## src/rtl/enc_stream_collector.sv

```systemverilog
// Collects the turbo encoder output stream: data triplets go to RAM, tail triplets to a register.
// Optional macro SYS_CRC24B_EN adds a gCRC24B check over the systematic data bits.
module enc_stream_collector #(
    parameter int K_SMALL = 1056,
    parameter int K_LARGE = 6144,
    parameter int AW      = 13
) (
    input  logic          clock,
    input  logic          aclr_n,
    input  logic          in_valid,
    input  logic          d0,
    input  logic          d1,
    input  logic          d2,
    input  logic          blk_size,
    output logic          wr_en,
    output logic [AW-1:0] wr_addr,
    output logic [2:0]    wr_data,
    output logic [11:0]   tail_bits,
    output logic          blk_len_sel,
    output logic          blk_ready,
    input  logic          blk_ack,
    output logic          busy,
    output logic          err_overflow,
    output logic          crc_ok
);

    // state | meaning
    // IDLE  | waiting for the first beat of a block
    // DATA  | data beats 1..K-1 written to RAM
    // TAIL  | four termination beats captured into tail_bits
    // HOLD  | block complete, blk_ready high until blk_ack
    localparam logic [1:0] S_IDLE = 2'd0;
    localparam logic [1:0] S_DATA = 2'd1;
    localparam logic [1:0] S_TAIL = 2'd2;
    localparam logic [1:0] S_HOLD = 2'd3;

    localparam logic [AW-1:0] LAST_SMALL = AW'(K_SMALL - 1);
    localparam logic [AW-1:0] LAST_LARGE = AW'(K_LARGE - 1);

    logic [1:0]    state;
    logic [AW-1:0] dcnt;
    logic [1:0]    tcnt;
    logic [AW-1:0] last_cur;
    logic [AW-1:0] last_new;
    logic [3:0]    tslot;
    logic [2:0]    triplet;

    assign triplet  = {d2, d1, d0};
    assign last_cur = blk_len_sel ? LAST_LARGE : LAST_SMALL;
    assign last_new = blk_size ? LAST_LARGE : LAST_SMALL;
    assign tslot    = {tcnt, 1'b0} + {2'b00, tcnt};
    assign busy      = (state != S_IDLE);
    assign blk_ready = (state == S_HOLD);

    always_ff @(posedge clock or negedge aclr_n) begin
        if (!aclr_n) begin
            state        <= S_IDLE;
            dcnt         <= '0;
            tcnt         <= '0;
            wr_en        <= 1'b0;
            wr_addr      <= '0;
            wr_data      <= '0;
            tail_bits    <= '0;
            blk_len_sel  <= 1'b0;
            err_overflow <= 1'b0;
        end else begin
            wr_en <= 1'b0;
            case (state)
                S_IDLE: begin
                    if (in_valid) begin
                        blk_len_sel <= blk_size;
                        wr_en       <= 1'b1;
                        wr_addr     <= '0;
                        wr_data     <= triplet;
                        dcnt        <= AW'(1);
                        tcnt        <= '0;
                        state       <= (last_new == '0) ? S_TAIL : S_DATA;
                    end
                end
                S_DATA: begin
                    if (in_valid) begin
                        wr_en   <= 1'b1;
                        wr_addr <= dcnt;
                        wr_data <= triplet;
                        dcnt    <= dcnt + AW'(1);
                        // terminal count at K-1 keeps dcnt from ever wrapping
                        if (dcnt == last_cur) begin
                            state <= S_TAIL;
                        end
                    end
                end
                S_TAIL: begin
                    if (in_valid) begin
                        tail_bits[tslot +: 3] <= triplet;
                        tcnt                  <= tcnt + 2'd1;
                        if (tcnt == 2'd3) begin
                            state <= S_HOLD;
                        end
                    end
                end
                S_HOLD: begin
                    if (in_valid) begin
                        err_overflow <= 1'b1;
                    end
                    if (blk_ack) begin
                        state <= S_IDLE;
                    end
                end
                default: state <= S_IDLE;
            endcase
        end
    end

`ifdef SYS_CRC24B_EN
    logic [23:0] crc;

    function automatic logic [23:0] crc_step(input logic [23:0] c, input logic b);
        logic fb;
        fb = c[23] ^ b;
        return {c[22:0], 1'b0} ^ (fb ? 24'h800063 : 24'h000000);
    endfunction

    always_ff @(posedge clock or negedge aclr_n) begin
        if (!aclr_n) begin
            crc    <= '0;
            crc_ok <= 1'b0;
        end else if (in_valid) begin
            if (state == S_IDLE) begin
                crc    <= crc_step(24'h000000, d0);
                crc_ok <= 1'b0;
            end else if (state == S_DATA) begin
                crc <= crc_step(crc, d0);
            end else if (state == S_TAIL && tcnt == 2'd3) begin
                crc_ok <= (crc == 24'h000000);
            end
        end
    end
`else
    assign crc_ok = 1'b0;
`endif

endmodule
```

## config.mk

```make
export PLATFORM = sky130hd
export DESIGN_NAME = enc_stream_collector
export DESIGN_NICKNAME = d
export VERILOG_FILES = /design/src/rtl/enc_stream_collector.sv
export SDC_FILE = /design/constraint.sdc
export NUM_CORES = 1
export LEC_CHECK = 0
export ABC_AREA = 1
export BUFFER_PORTS_ARGS = -buffer_cell sky130_fd_sc_hd__buf_2
export CAP_MARGIN = 20
export CORE_AREA = 2 2 94 96
export CTS_BUF_LIST = sky130_fd_sc_hd__clkbuf_8
export DETAILED_ROUTE_END_ITERATION = 10
export DIE_AREA = 0 0 96 98
export PLACE_DENSITY = 0.56
export SKIP_CTS_REPAIR_TIMING = 1
export SKIP_LAST_GASP = 1
export SYNTH_ARGS = -nofsm -noshare
export SYNTH_HDL_FRONTEND = slang
export SYNTH_SLANG_ARGS = --single-unit
```

## constraint.sdc

```tcl
create_clock -name clock -period 3.8 [get_ports clock]
set_input_delay 0.57 -clock clock [delete_from_list [all_inputs] [get_ports clock]]
set_output_delay 0.57 -clock clock [all_outputs]
set_load 0.01 [all_outputs]
```

==> summary.md, run 1 <==
| Metric | Value |
|---|---|
| Syn Inst Count | just under 300 |
| P_int | 980 uW |
| First-pass GRT wire length | 8.76 mm |
| Clock power frac | 16.5% |
| Final Hold Viols | 0 |
| Max-slew violations | 0 |
| Ys Warns | 0 |
| Lkg Pwr | 1.48 nW |
| CP max-delay cell | dfrtp_1 |
| Largest net degree at the start of global routing | 49 |
| PortBufs | 40 |
| Worst Setup Path Type | flop to flop |
| Most area-consuming cells after synthesis | dfrtp_1 49%, nand2_1 11%, ha_1 6.7% |
| Die W | roughly 96 um |
| Mapped Avg Cell Area | ~8.4 um2 |
| CTS tree | built |
| Crit path DAT | 2220 ps |
| Setup Viol. Count Final | 0 |
| Logic pwr share | between 40% and 50% |
| Clock period minus worst slack | 2020 ps |
| Via count | 1941 |
| Synth top cells by count | 72 x nand2_1, 48 x dfrtp_1, 40 x inv_1 |
| Starting density of the core | 28.8% |
| I/O pin cnt | 42 |
| Seq pwr share | 40.5% |
| Startpoint types | flop |
| DP HPWL | slightly below 4 mm |
| RePlAce Congestion | 0.860 |
| Async set-reset flop share out of synthesis | 100% |
| DRC | 0 |
| RSZ-0062 raised after global routing | no |
| Post-Syn Nets | 311 |
| Worst Skew | between 4 and 5 ps |
| Register area share after synthesis | 49.2% |
| Clock Latency Late Sink | 300 ps |
| Core Util, Final | 33.4% |
| Antenna violations before repair | 0 |
| Synth cell types | 34 |
| Filler instances | a little under 900 |
| CTS max path bufs | 2 |
| H-tree depth | 2 |
| CP Max Fanout | 12 |
| Mapped Area | between 2000 and 2500 um2 |
| Switching share of power | between 40% and 50% |
| CTS sink cnt | between 40 and 50 |
| Seq cells post-synth | 48 |
| Largest stage delay, worst path | between 500 and 600 ps |
| Most frequent cell after synthesis | nand2_1 |
| Max Clk Rate | 496 MHz |
| Tcrit/Tclk final | between 50 and 60% |
| Number of synthesized flops with an enable pin | 0 |
| Crit path capture type | flop |
| CTS Root Cell | clkbuf_8 |
| Final WL | ~5.2 mm |
| # Max-Cap Violations | 0 |
| Cts bufs inserted | 5 |
| Via/cell ratio | 4.41 |
| DRC marker count from the first detailed-route iteration | 90 |
| Crit-path cells | inv_1 -> ha_1 -> nor2_2 -> inv_1 -> nand2_1 -> inv_1 -> o21ai_1 -> nor2_1 -> nand2_1 -> nand2_1 |
| Detail Route Antenna Nets | 0 |
| WL/cell | 11.9 um |
| Core area | about 8500 um2 |
| FP Rows | 34 |
| Setup TNS Final | 0 ps |
| Nets@finish | 353 |
| Slew @ Worst Pin | 523 ps |
| Die area | between 9000 and 10000 um2 |
| Vias in the first global route | 1941 |
| Switch Pwr | 731 uW |
| Gr ovfl total | 0 |
| Power Density | 605 nW/um2 |
| Clk slew on worst S/H paths | ~80 ps |
| Antenna Cells | 0 |
| Die extent in y | slightly below 100 um |
| Register Area | 1200 um2 |
| Type of the most critical hold path | input pin to asynchronous set/reset pin |
| Slew headroom | 65.1% |
| Post-synth top flop | dfrtp_1 |
| Status | complete, no violations |
| Fraction of layout cells with a size suffix above 1 | 18.4% |
| Area of the multi-input gates | 1040 um2 |
| Worst vdd ir | 0.248 mV |
| All-Layer GR Usage | 11.6% |
| Area leader, netlist | dfrtp_1 |
| TritonRoute pass-1 iters | 4 |
| Yosys top cell area share | 49.2% |
| Required time of the worst setup path | 4000 ps |
| Area growth syn-to-layout | 15.8% |
[sequential cells by signal, indices dropped and copies added (netlist names)]
name and cells:
dcnt 13, wr_addr 13, tail_bits 12, wr_data 3, state 2, tcnt 2
blk_len_sel 1, err_overflow 1, wr_en 1
[critical path: cells and delay by family, from the launching register on]
family	cells	cell delay (ps)
buffers and inverters	3	370
flip-flops	1	560
adder cells (fa/ha/maj)	1	380
AO/OA/AOI/OAI	1	170
AND/OR/NAND/NOR	5	430
[path summary, 6_finish.rpt]
path                                     startpoint                        end  slack (ps)  cells past startpoint
min reg2reg                err_overflow$_DFFE_PN0P_   err_overflow$_DFFE_PN0P_         470                      1
max reg2reg                     tcnt[0]$_DFFE_PN0P_  tail_bits[11]$_DFFE_PN0P_        1780                     10
max in group asynchronous                    aclr_n        dcnt[1]$_DFFE_PN0P_        3030                      2
min                                          aclr_n     wr_addr[9]$_DFFE_PN0P_         230                      1
min in group clock         err_overflow$_DFFE_PN0P_   err_overflow$_DFFE_PN0P_         470                      1
max                             tcnt[0]$_DFFE_PN0P_  tail_bits[11]$_DFFE_PN0P_        1780                     10
[metal layers]
metal | GRT usage [%] | wire length, um | up-vias
met3 | 1.85 | 190 | 11
met5 | 0 | 0 | -
met1 | 16.2 | 2570 | 878
met4 | 5.27 | 131 | 0
li1 | - | - | 1009
met2 | 17.6 | 2350 | 43
[metrics by stage]
step	hold WS, ps	power (mW)	instance area [um2]	std cells	setup slack [ps]
3_5_place_dp	449	1.44	2730	432	1800
6_report	235	1.71	2830	440	1780
3_3_place_gp	449	1.43	2730	432	1920
2_1_floorplan	274	1.23	2440	290	2060
5_1_grt	269	1.86	2830	440	1560
4_1_cts	470	1.74	2810	439	1800
[layout by cell type (no fill, tap or decap)]
cell type  count
inv_2          1
o211ai_1       2
o41ai_1        1
nor2_1        19
o21ai_0       30
nor2_4         1
nor2_2         3
a21o_1         1
nor3_1         2
o21ai_1        6
o22ai_1        1
xor2_1         1
nand2_4        2
buf_2         40
or2_2          2
inv_1         41
buf_12         1
conb_1         1
a211oi_1       1
nand3_1       17
nand4_1        3
a21oi_1       10
nand3b_4       1
dfrtp_1       48
ha_1          13
mux2_2         1
nor3_2         1
clkinv_2       1
o21bai_1       1
clkbuf_8       5
nand2_1       72
a31oi_1        1
nand2_2        2
[final cells by class]
cell class              instances  share of cell area [%]
clock buffers                   5                    2.43
clock inverters                 2                   0.310
inverters                      41                    5.44
multi-input cells             195                    36.7
flip-flops and latches         48                    42.5
well taps                     108                    4.78
repair buffers                 41                    7.79
[power groups by stage]
stage	logic [mW]	registers (mW)	clock network, mW
after floorplan	0.520	0.713	0
after global placement	0.728	0.702	0
after detailed placement	0.737	0.705	0
after CTS	0.741	0.694	0.302
after global routing	0.836	0.711	0.314
final	0.736	0.692	0.283
[cell families after synthesis]
| family | count (synthesis) | share of synthesized area [%] |
|---|---|---|
| AOI/OAI and AO/OA | 54 | 11.8 |
| xor gates and xnor gates | 1 | 0.359 |
| adders and majority gates | 13 | 6.66 |
| buffers and inverters | 47 | 8.25 |
| DFF | 48 | 49.2 |
| muxes | 1 | 0.461 |
| other | 1 | 0.154 |
| and+or+nand+nor | 125 | 23.1 |
No activity file was read; power rests on OpenSTA's default activity.
==> inputs of run 2 (changes only) <==
- PLACE_DENSITY: 0.56 -> 0.58
- clock period: 3.8 -> 1.6 ns (I/O delays scaled with it)
==> summary.md, run 2 (synthesized netlist as in run 1, its figures left out) <==
| Metric | Value |
|---|---|
| Regs by FF count | dcnt x13, wr_addr x13, tail_bits x12 (unchanged) |
| Antenna Cells | 0 (unchanged) |
| Hold slack | 169 ps (was 235 ps) |
| Delay-heaviest family, CP | flip-flops (unchanged) |
| RePlAce Congestion | 0.883 (was 0.860) |
| CTS max path bufs | 2 (unchanged) |
| Type of the most critical hold path | input pin to flop (was input pin to asynchronous set/reset pin) |
| CP bufs+invs | 1 (was 3) |
| Fraction of layout cells with a size suffix above 1 | 28.9% (was 18.4%) |
| Detail Route Antenna Nets | 0 (unchanged) |
| Power Density | 1610 nW/um2 (was 605 nW/um2) |
| Tcrit/Tclk final | 93.6% (was 53.1%) |
| Most numerous cell on the critical path | nand2_1 |
| Starting density of the core | 28.8% (unchanged) |
| Status | complete, no violations (unchanged) |
| Max Clk Rate | 668 MHz (was 496 MHz) |
| Core area | 8470 um2 (unchanged) |
| Gr ovfl total | 0 (unchanged) |
| Lkg Pwr | 1.63 nW (was 1.48 nW) |
| DP HPWL | 4.19 mm (was 3.94 mm) |
| Final Non-Filler Cells | 461 (was 440) |
| Die W | 96 um (unchanged) |
| Setup Viol. Count Final | 0 (unchanged) |
| WL/cell | 11.9 um (about the same) |
| DRC marker count from the first detailed-route iteration | 126 (was 90) |
| # Max-Cap Violations | 0 (unchanged) |
| CP Max Fanout | 6 (was 12) |
| Worst vdd ir | 0.616 mV (was 0.248 mV) |
| Die extent in y | 98 um (unchanged) |
| Die area | 9410 um2 (unchanged) |
| FP Rows | 34 (unchanged) |
| All-Layer GR Usage | 12.3% (was 11.6%) |
| Clock period minus worst slack | 1500 ps (was 2020 ps) |
| Final WL | 5.49 mm (was 5.24 mm) |
| Worst Setup Path Type | flop to flop (unchanged) |
| Clock Latency Late Sink | 300 ps (about the same) |
| Worst setup margin | 103 ps (was 1780 ps) |
| Pre-CTS worst setup slack | 29.4 ps (was 1800 ps) |
| DRC | 0 (unchanged) |
| TritonRoute pass-1 iters | 4 (unchanged) |
| CTS sink cnt | 48 (unchanged) |
| Vias in the first global route | 1951 (was 1941) |
| Clk slew on worst S/H paths | 80 ps (about the same) |
| Commonest non-fill, non-tap cell in the layout | nand2_1 (unchanged) |
| Largest stage delay, worst path | 430 ps (was 560 ps) |
| Crit-path cells | ha_2 -> buf_4 -> nor2_1 -> o21ai_0 -> a21oi_1 -> nand2_1 -> nand2_1 -> nand2_1 (was inv_1 -> ha_1 -> nor2_2 -> inv_1 -> nand2_1 -> inv_1 -> o21ai_1 -> nor2_1 -> nand2_1 -> nand2_1) |
| Antenna violations before repair | 0 (unchanged) |
| Crit path DAT | 1690 ps (was 2220 ps) |
| CP max-delay cell | dfrtp_1 (unchanged) |
| Final Hold Viols | 0 (unchanged) |
| Crit path capture type | flop (unchanged) |
| Placed Cells | 450 (was 432) |
| H-tree depth | 2 (unchanged) |
| Largest net degree at the start of global routing | 49 (unchanged) |
| Nets@finish | 374 (was 353) |
| Startpoint types | flop (unchanged) |
| First-pass GRT wire length | 9.24 mm (was 8.76 mm) |
| I/O pin cnt | 42 (unchanged) |
| Area growth syn-to-layout | 29.0% (was 15.8%) |
| Worst Skew | 6.57 ps (was 4.99 ps) |
| Pwr Total | 5.07 mW (was 1.71 mW) |
| RSZ-0062 raised after global routing | yes (was no) |
| Cts bufs inserted | 5 (unchanged) |
| Most frequent cells in the layout | 70 x nand2_1, 48 x dfrtp_1, 40 x buf_2 (was 72 x nand2_1, 48 x dfrtp_1, 41 x inv_1) |
| Via count | 2051 (was 1941) |
| CTS Root Cell | clkbuf_8 (unchanged) |
| Via/cell ratio | 4.45 (was 4.41) |
| Required time of the worst setup path | 1800 ps (was 4000 ps) |
| Max-slew violations | 0 (unchanged) |
| CTS tree | built (unchanged) |
| PortBufs | 40 (unchanged) |
-- run 2: metal layers --
layer  up-vias  global-route usage, %  share of wire (%)
li1       1047                      -                  -
met1       962                   17.7                 49
met2        33                   18.0                 45
met3         9                   2.85                3.8
met4         0                   4.62                1.8
met5         -                      0                  0
-- run 2: final cells by class --
| type | count | area (um2) |
|---|---|---|
| Timing Repair Buffer | 62 | 393 |
| Inverter | 41 | 156 |
| Tap cell | 108 | 135 |
| Fill cell | 859 | 5320 |
| Clock inverter | 2 | 60.1 |
| Multi-Input combinational cell | 195 | 1130 |
| Sequential cell | 48 | 1200 |
| Clock buffer | 5 | 68.8 |
-- run 2: worst paths after layout --
kind	startpoint	to	slack, ps	cells past startpoint
min in group asynchronous	aclr_n	wr_addr[6]$_DFFE_PN0P_	430	3
min	blk_size	blk_len_sel$_DFFE_PN0P_	170	2
max reg2reg	state[0]$_DFFE_PN0P_	state[1]$_DFFE_PN0P_	100	8
max in group asynchronous	aclr_n	dcnt[3]$_DFFE_PN0P_	930	3
max	state[0]$_DFFE_PN0P_	state[1]$_DFFE_PN0P_	100	8
min reg2reg	err_overflow$_DFFE_PN0P_	err_overflow$_DFFE_PN0P_	470	1
-- run 2: stage by stage --
stage / util [%] / cell area (um2) / TNS, ps
2_1_floorplan: - / 2460 / 0
3_3_place_gp: 34.3 / 2900 / 0
3_5_place_dp: 34.3 / 2900 / 0
4_1_cts: 35.8 / 3030 / 0
5_1_grt: 37.2 / 3150 / -89.5
6_report: 37.2 / 3150 / 0
-- run 2: report_power, final --
part	internal (mW)	switching, mW	total [mW]	leakage (nW)
registers	1.45	0.174	1.63	0.644
clock network	0.615	0.400	1.01	0.0642
logic	1.01	1.42	2.43	0.917
total	3.08	1.99	5.07	1.63
==> inputs of run 3 (changes only) <==
- ABC_AREA: 1 -> default
- CORE_AREA: 2 2 94 96 -> 2 2 92 94
- DIE_AREA: 0 0 96 98 -> 0 0 94 96
==> summary.md, run 3 <==
| Metric | Value |
|---|---|
| Syn Inst Count | 218 (was 290) |
| Max Clk Rate | 569 MHz (was 668 MHz) |
| CP Max Fanout | 5 (was 6) |
| Async set-reset flop share out of synthesis | 100% (unchanged) |
| Post-Syn Nets | 239 (was 311) |
| Compound-Gate Fraction of Synth Area | 15.5% (was 11.8%) |
| Area of the multi-input gates | 1310 um2 (was 1130 um2) |
| Commonest non-fill, non-tap cell in the layout | buf_4 (was nand2_1) |
| Cts bufs inserted | 5 (unchanged) |
| Ys Warns | 0 (unchanged) |
| Die area | 9020 um2 (was 9410 um2) |
| R2R depth | 6 (was 8) |
| CP max-delay cell | or4b_4 (was dfrtp_1) |
| Post-synth top flop | dfrtp_1 (unchanged) |
| Clock period minus worst slack | 1760 ps (was 1500 ps) |
| DRC | 0 (unchanged) |
| First-pass GRT wire length | 9.43 mm (was 9.24 mm) |
| Slew headroom | 66.6% |
| Area growth syn-to-layout | 50.7% (was 29.0%) |
| Worst vdd ir | 0.294 mV (was 0.616 mV) |
| FP Rows | 33 (was 34) |
| Antenna violations before repair | 0 (unchanged) |
| Crit path DAT | 1980 ps (was 1690 ps) |
| Number of synthesized flops with an enable pin | 0 (unchanged) |
| Type of the most critical hold path | input pin to flop (unchanged) |
| Max-slew violations | 0 (unchanged) |
| Register area share after synthesis | 51.0% (was 49.2%) |
| Adder-cell share of the synthesized area | 6.91% (was 6.66%) |
| Final Hold Viols | 0 (unchanged) |
| Slew @ Worst Pin | 501 ps |
| Mux contribution to synthesized area | 2.98% (was 0.461%) |
| DP HPWL | 4.26 mm (was 4.19 mm) |
| TritonRoute pass-1 iters | 4 (unchanged) |
| Failing checks | negative setup slack |
| Simple-Gate Fraction of Synth Area | 17.1% (was 23.1%) |
| Crit path capture type | flop (unchanged) |
| Starting density of the core | 29.2% (was 28.8%) |
| # Max-Cap Violations | 0 (unchanged) |
| Area leader, netlist | dfrtp_1 (unchanged) |
| Status | finished, violations left (was complete, no violations) |
| Clk slew on worst S/H paths | 90 ps (was 80 ps) |
| Most frequent cells in the layout | 50 x buf_4, 46 x dfrtp_1, 40 x buf_2 (was 70 x nand2_1, 48 x dfrtp_1, 40 x buf_2) |
| Via/cell ratio | 4.66 (was 4.45) |
| Nets@finish | 340 (was 374) |
| Switch Pwr | 798 uW (was 1.99 mW) |
| Filler instances | 761 (was 859) |
| Mapped Avg Cell Area | 10.8 um2 (was 8.42 um2) |
| All-Layer GR Usage | 13.3% (was 12.3%) |
| Die extent in y | 96 um (was 98 um) |
| Largest family of logic cells by synthesized area | simple AND/OR/NAND/NOR gates (unchanged) |
| Register Area | 1200 um2 (about the same) |
| Vias in the first global route | 1957 (was 1951) |
| Core area | 8050 um2 (was 8470 um2) |
| H-tree depth | 2 (unchanged) |
| Worst Setup Path Type | flop to flop (unchanged) |
| Worst Skew | 8.24 ps (was 6.57 ps) |
| CTS tree | built (unchanged) |
| I/O pin cnt | 42 (unchanged) |
| RSZ-0062 raised after global routing | yes (unchanged) |
| Seq pwr share | 48.5% (was 32.1%) |
| R2R Path End | tail_bits[5]$_DFFE_PN0P_ (was state[1]$_DFFE_PN0P_) |
| Mapped Area | 2350 um2 (was 2440 um2) |
| Hold Startpoint | blk_size (unchanged) |
| Gr ovfl total | 0 (unchanged) |
| Setup Viol. Count Final | 14 (was 0) |
| Clock Latency Late Sink | 300 ps (about the same) |
| Synth cell types | 44 (was 34) |
| CTS max path bufs | 2 (unchanged) |
| Lkg Pwr | 1.74 nW (was 1.63 nW) |
| Worst setup margin | -159 ps (was 103 ps) |
| RePlAce Congestion | 0.770 (was 0.883) |
| Antenna Cells | 0 (unchanged) |
| Regs by FF count | dcnt x13, wr_addr x13, tail_bits x12 (unchanged) |
| DRC marker count from the first detailed-route iteration | 91 (was 126) |
| Detail Route Antenna Nets | 0 (unchanged) |
| Clock power frac | 29.7% (was 20.0%) |
| FF-to-FF Start | tcnt[0]$_DFFE_PN0P_ (was state[0]$_DFFE_PN0P_) |
| Required time of the worst setup path | 1820 ps (was 1800 ps) |
| CTS Root Cell | clkbuf_8 (unchanged) |
| Placed Cells | 411 (was 450) |
| Hold Path End | blk_len_sel$_DFFE_PN0P_ (unchanged) |
| WL/cell | 13.6 um (was 11.9 um) |
| Largest net degree at the start of global routing | 21 (was 49) |
| Power Density | 824 nW/um2 (was 1610 nW/um2) |
| Core Util, Final | 44.0% (was 37.2%) |
| Seq cells post-synth | 48 (unchanged) |
| Most frequent cell after synthesis | dfrtp_1 (was nand2_1) |
| Switching share of power | 27.3% (was 39.2%) |
| Startpoint types | flop (unchanged) |
| CTS sink cnt | 48 (unchanged) |
| Yosys top cell area share | 51.0% (was 49.2%) |
| Crit-path cells | inv_6 -> buf_4 -> ha_4 -> xor2_2 -> or4b_4 -> o31ai_2 (was ha_2 -> buf_4 -> nor2_1 -> o21ai_0 -> a21oi_1 -> nand2_1 -> nand2_1 -> nand2_1) |
| Synth Area in XOR/XNOR | 2.98% (was 0.359%) |
| Most area-consuming cells after synthesis | dfrtp_1 51%, a22o_1 8.2%, ha_1 6.9% (was dfrtp_1 49%, nand2_1 11%, ha_1 6.7%) |
| Largest stage delay, worst path | 500 ps (was 430 ps) |
| Tcrit/Tclk final | 110% (was 93.6%) |
| Logic pwr share | 21.8% (was 47.9%) |
| Fraction of layout cells with a size suffix above 1 | 51.2% (was 28.9%) |
| Worst hold path cell count | 2 (unchanged) |
| P_int | 2.12 mW (was 3.08 mW) |
| Synth top cells by count | 48 x dfrtp_1, 29 x nand2_1, 22 x a22o_1 (was 72 x nand2_1, 48 x dfrtp_1, 40 x inv_1) |
| PortBufs | 40 (unchanged) |
| Register-to-Register Setup Slack | -160 ps (was 100 ps) |
| Die W | 94 um (was 96 um) |
| Via count | 1979 (was 2051) |
| Final Non-Filler Cells | 425 (was 461) |
| Final WL | 5.80 mm (was 5.49 mm) |
run 3: changes by cell type in the layout (fill, tap and decap cells not counted), moves of 4 or more:
cell	before	now
nor2_2	4	0
nor2_4	4	0
ha_4	2	6
o21ai_1	9	0
o21ai_0	26	2
inv_1	35	6
a22o_1	0	22
a21oi_1	10	3
nand3_1	17	7
nand2_1	70	26
buf_4	19	50
buf_6	0	11
run 3: how the worst max path moves through the flow:
stage,startpoint,endpoint,depth (start not counted)
floorplan,tcnt[0]$_DFFE_PN0P_,tail_bits[5]$_DFFE_PN0P_,7
global placement,dcnt[6]$_DFFE_PN0P_,state[1]$_DFFE_PN0P_,4
detailed placement,tcnt[0]$_DFFE_PN0P_,tail_bits[11]$_DFFE_PN0P_,7
CTS,tcnt[0]$_DFFE_PN0P_,tail_bits[5]$_DFFE_PN0P_,5
global route,tcnt[1]$_DFFE_PN0P_,tail_bits[5]$_DFFE_PN0P_,6
finish,tcnt[0]$_DFFE_PN0P_,tail_bits[5]$_DFFE_PN0P_,6
run 3: per-stage QoR:
stage          worst slack, ps  hold WS (ps)  cell area [um2]  total power, mW  setup TNS [ps]
3_5_place_dp              -180           243             3150             2.00           -2520
2_1_floorplan             -232         -55.6             2430             1.70           -1860
6_report                  -159           163             3550             2.92            -775
5_1_grt                   -200           163             3550             3.07           -2470
4_1_cts                   -193         -95.7             3250             2.87           -3560
3_3_place_gp              -122           240             3150             1.99           -1550
run 3: cell type report:
class                   count  share of cell area, %
repair buffers            104                   21.1
well taps                 105                   3.71
clock buffers               5                   1.94
flip-flops and latches     48                   33.9
multi-input cells         150                   36.8
inverters                  10                   1.34
clock inverters             3                   1.09
run 3: kinds of logic (layout without fill, tap and decap cells):
family                   after synthesis  in the layout
buffers and inverters                 20            122
flip-flops                            48             48
AO/OA/AOI/OAI                         44             44
multiplexers                           6              6
XOR/XNOR                               8              8
adder cells (fa/ha/maj)               13             13
AND/OR/NAND/NOR                       78             78
other                                  1              1
run 3: worst max-delay path: cells and delay by family (launching register included):
| kind | cells | cell delay (ps) |
|---|---|---|
| buf+inv | 2 | 180 |
| fa+ha+maj | 1 | 160 |
| simple gates | 1 | 500 |
| xor+xnor | 1 | 200 |
| compound gates | 1 | 220 |
| flops | 1 | 410 |
run 3: power groups by stage:
stage	sequential, mW	clock (mW)	combinational, mW
global route	1.44	0.932	0.704
detailed placement	1.44	0	0.559
global placement	1.43	0	0.557
CTS	1.41	0.896	0.562
finish	1.42	0.868	0.636
floorplan	1.50	0	0.200
run 3: metal layers:
metal | wire length [um] | global-route usage, %
met1 | 2730 | 17.9
met2 | 2760 | 21.5
met3 | 193 | 2.35
met4 | 111 | 4.71
met5 | 0 | 0
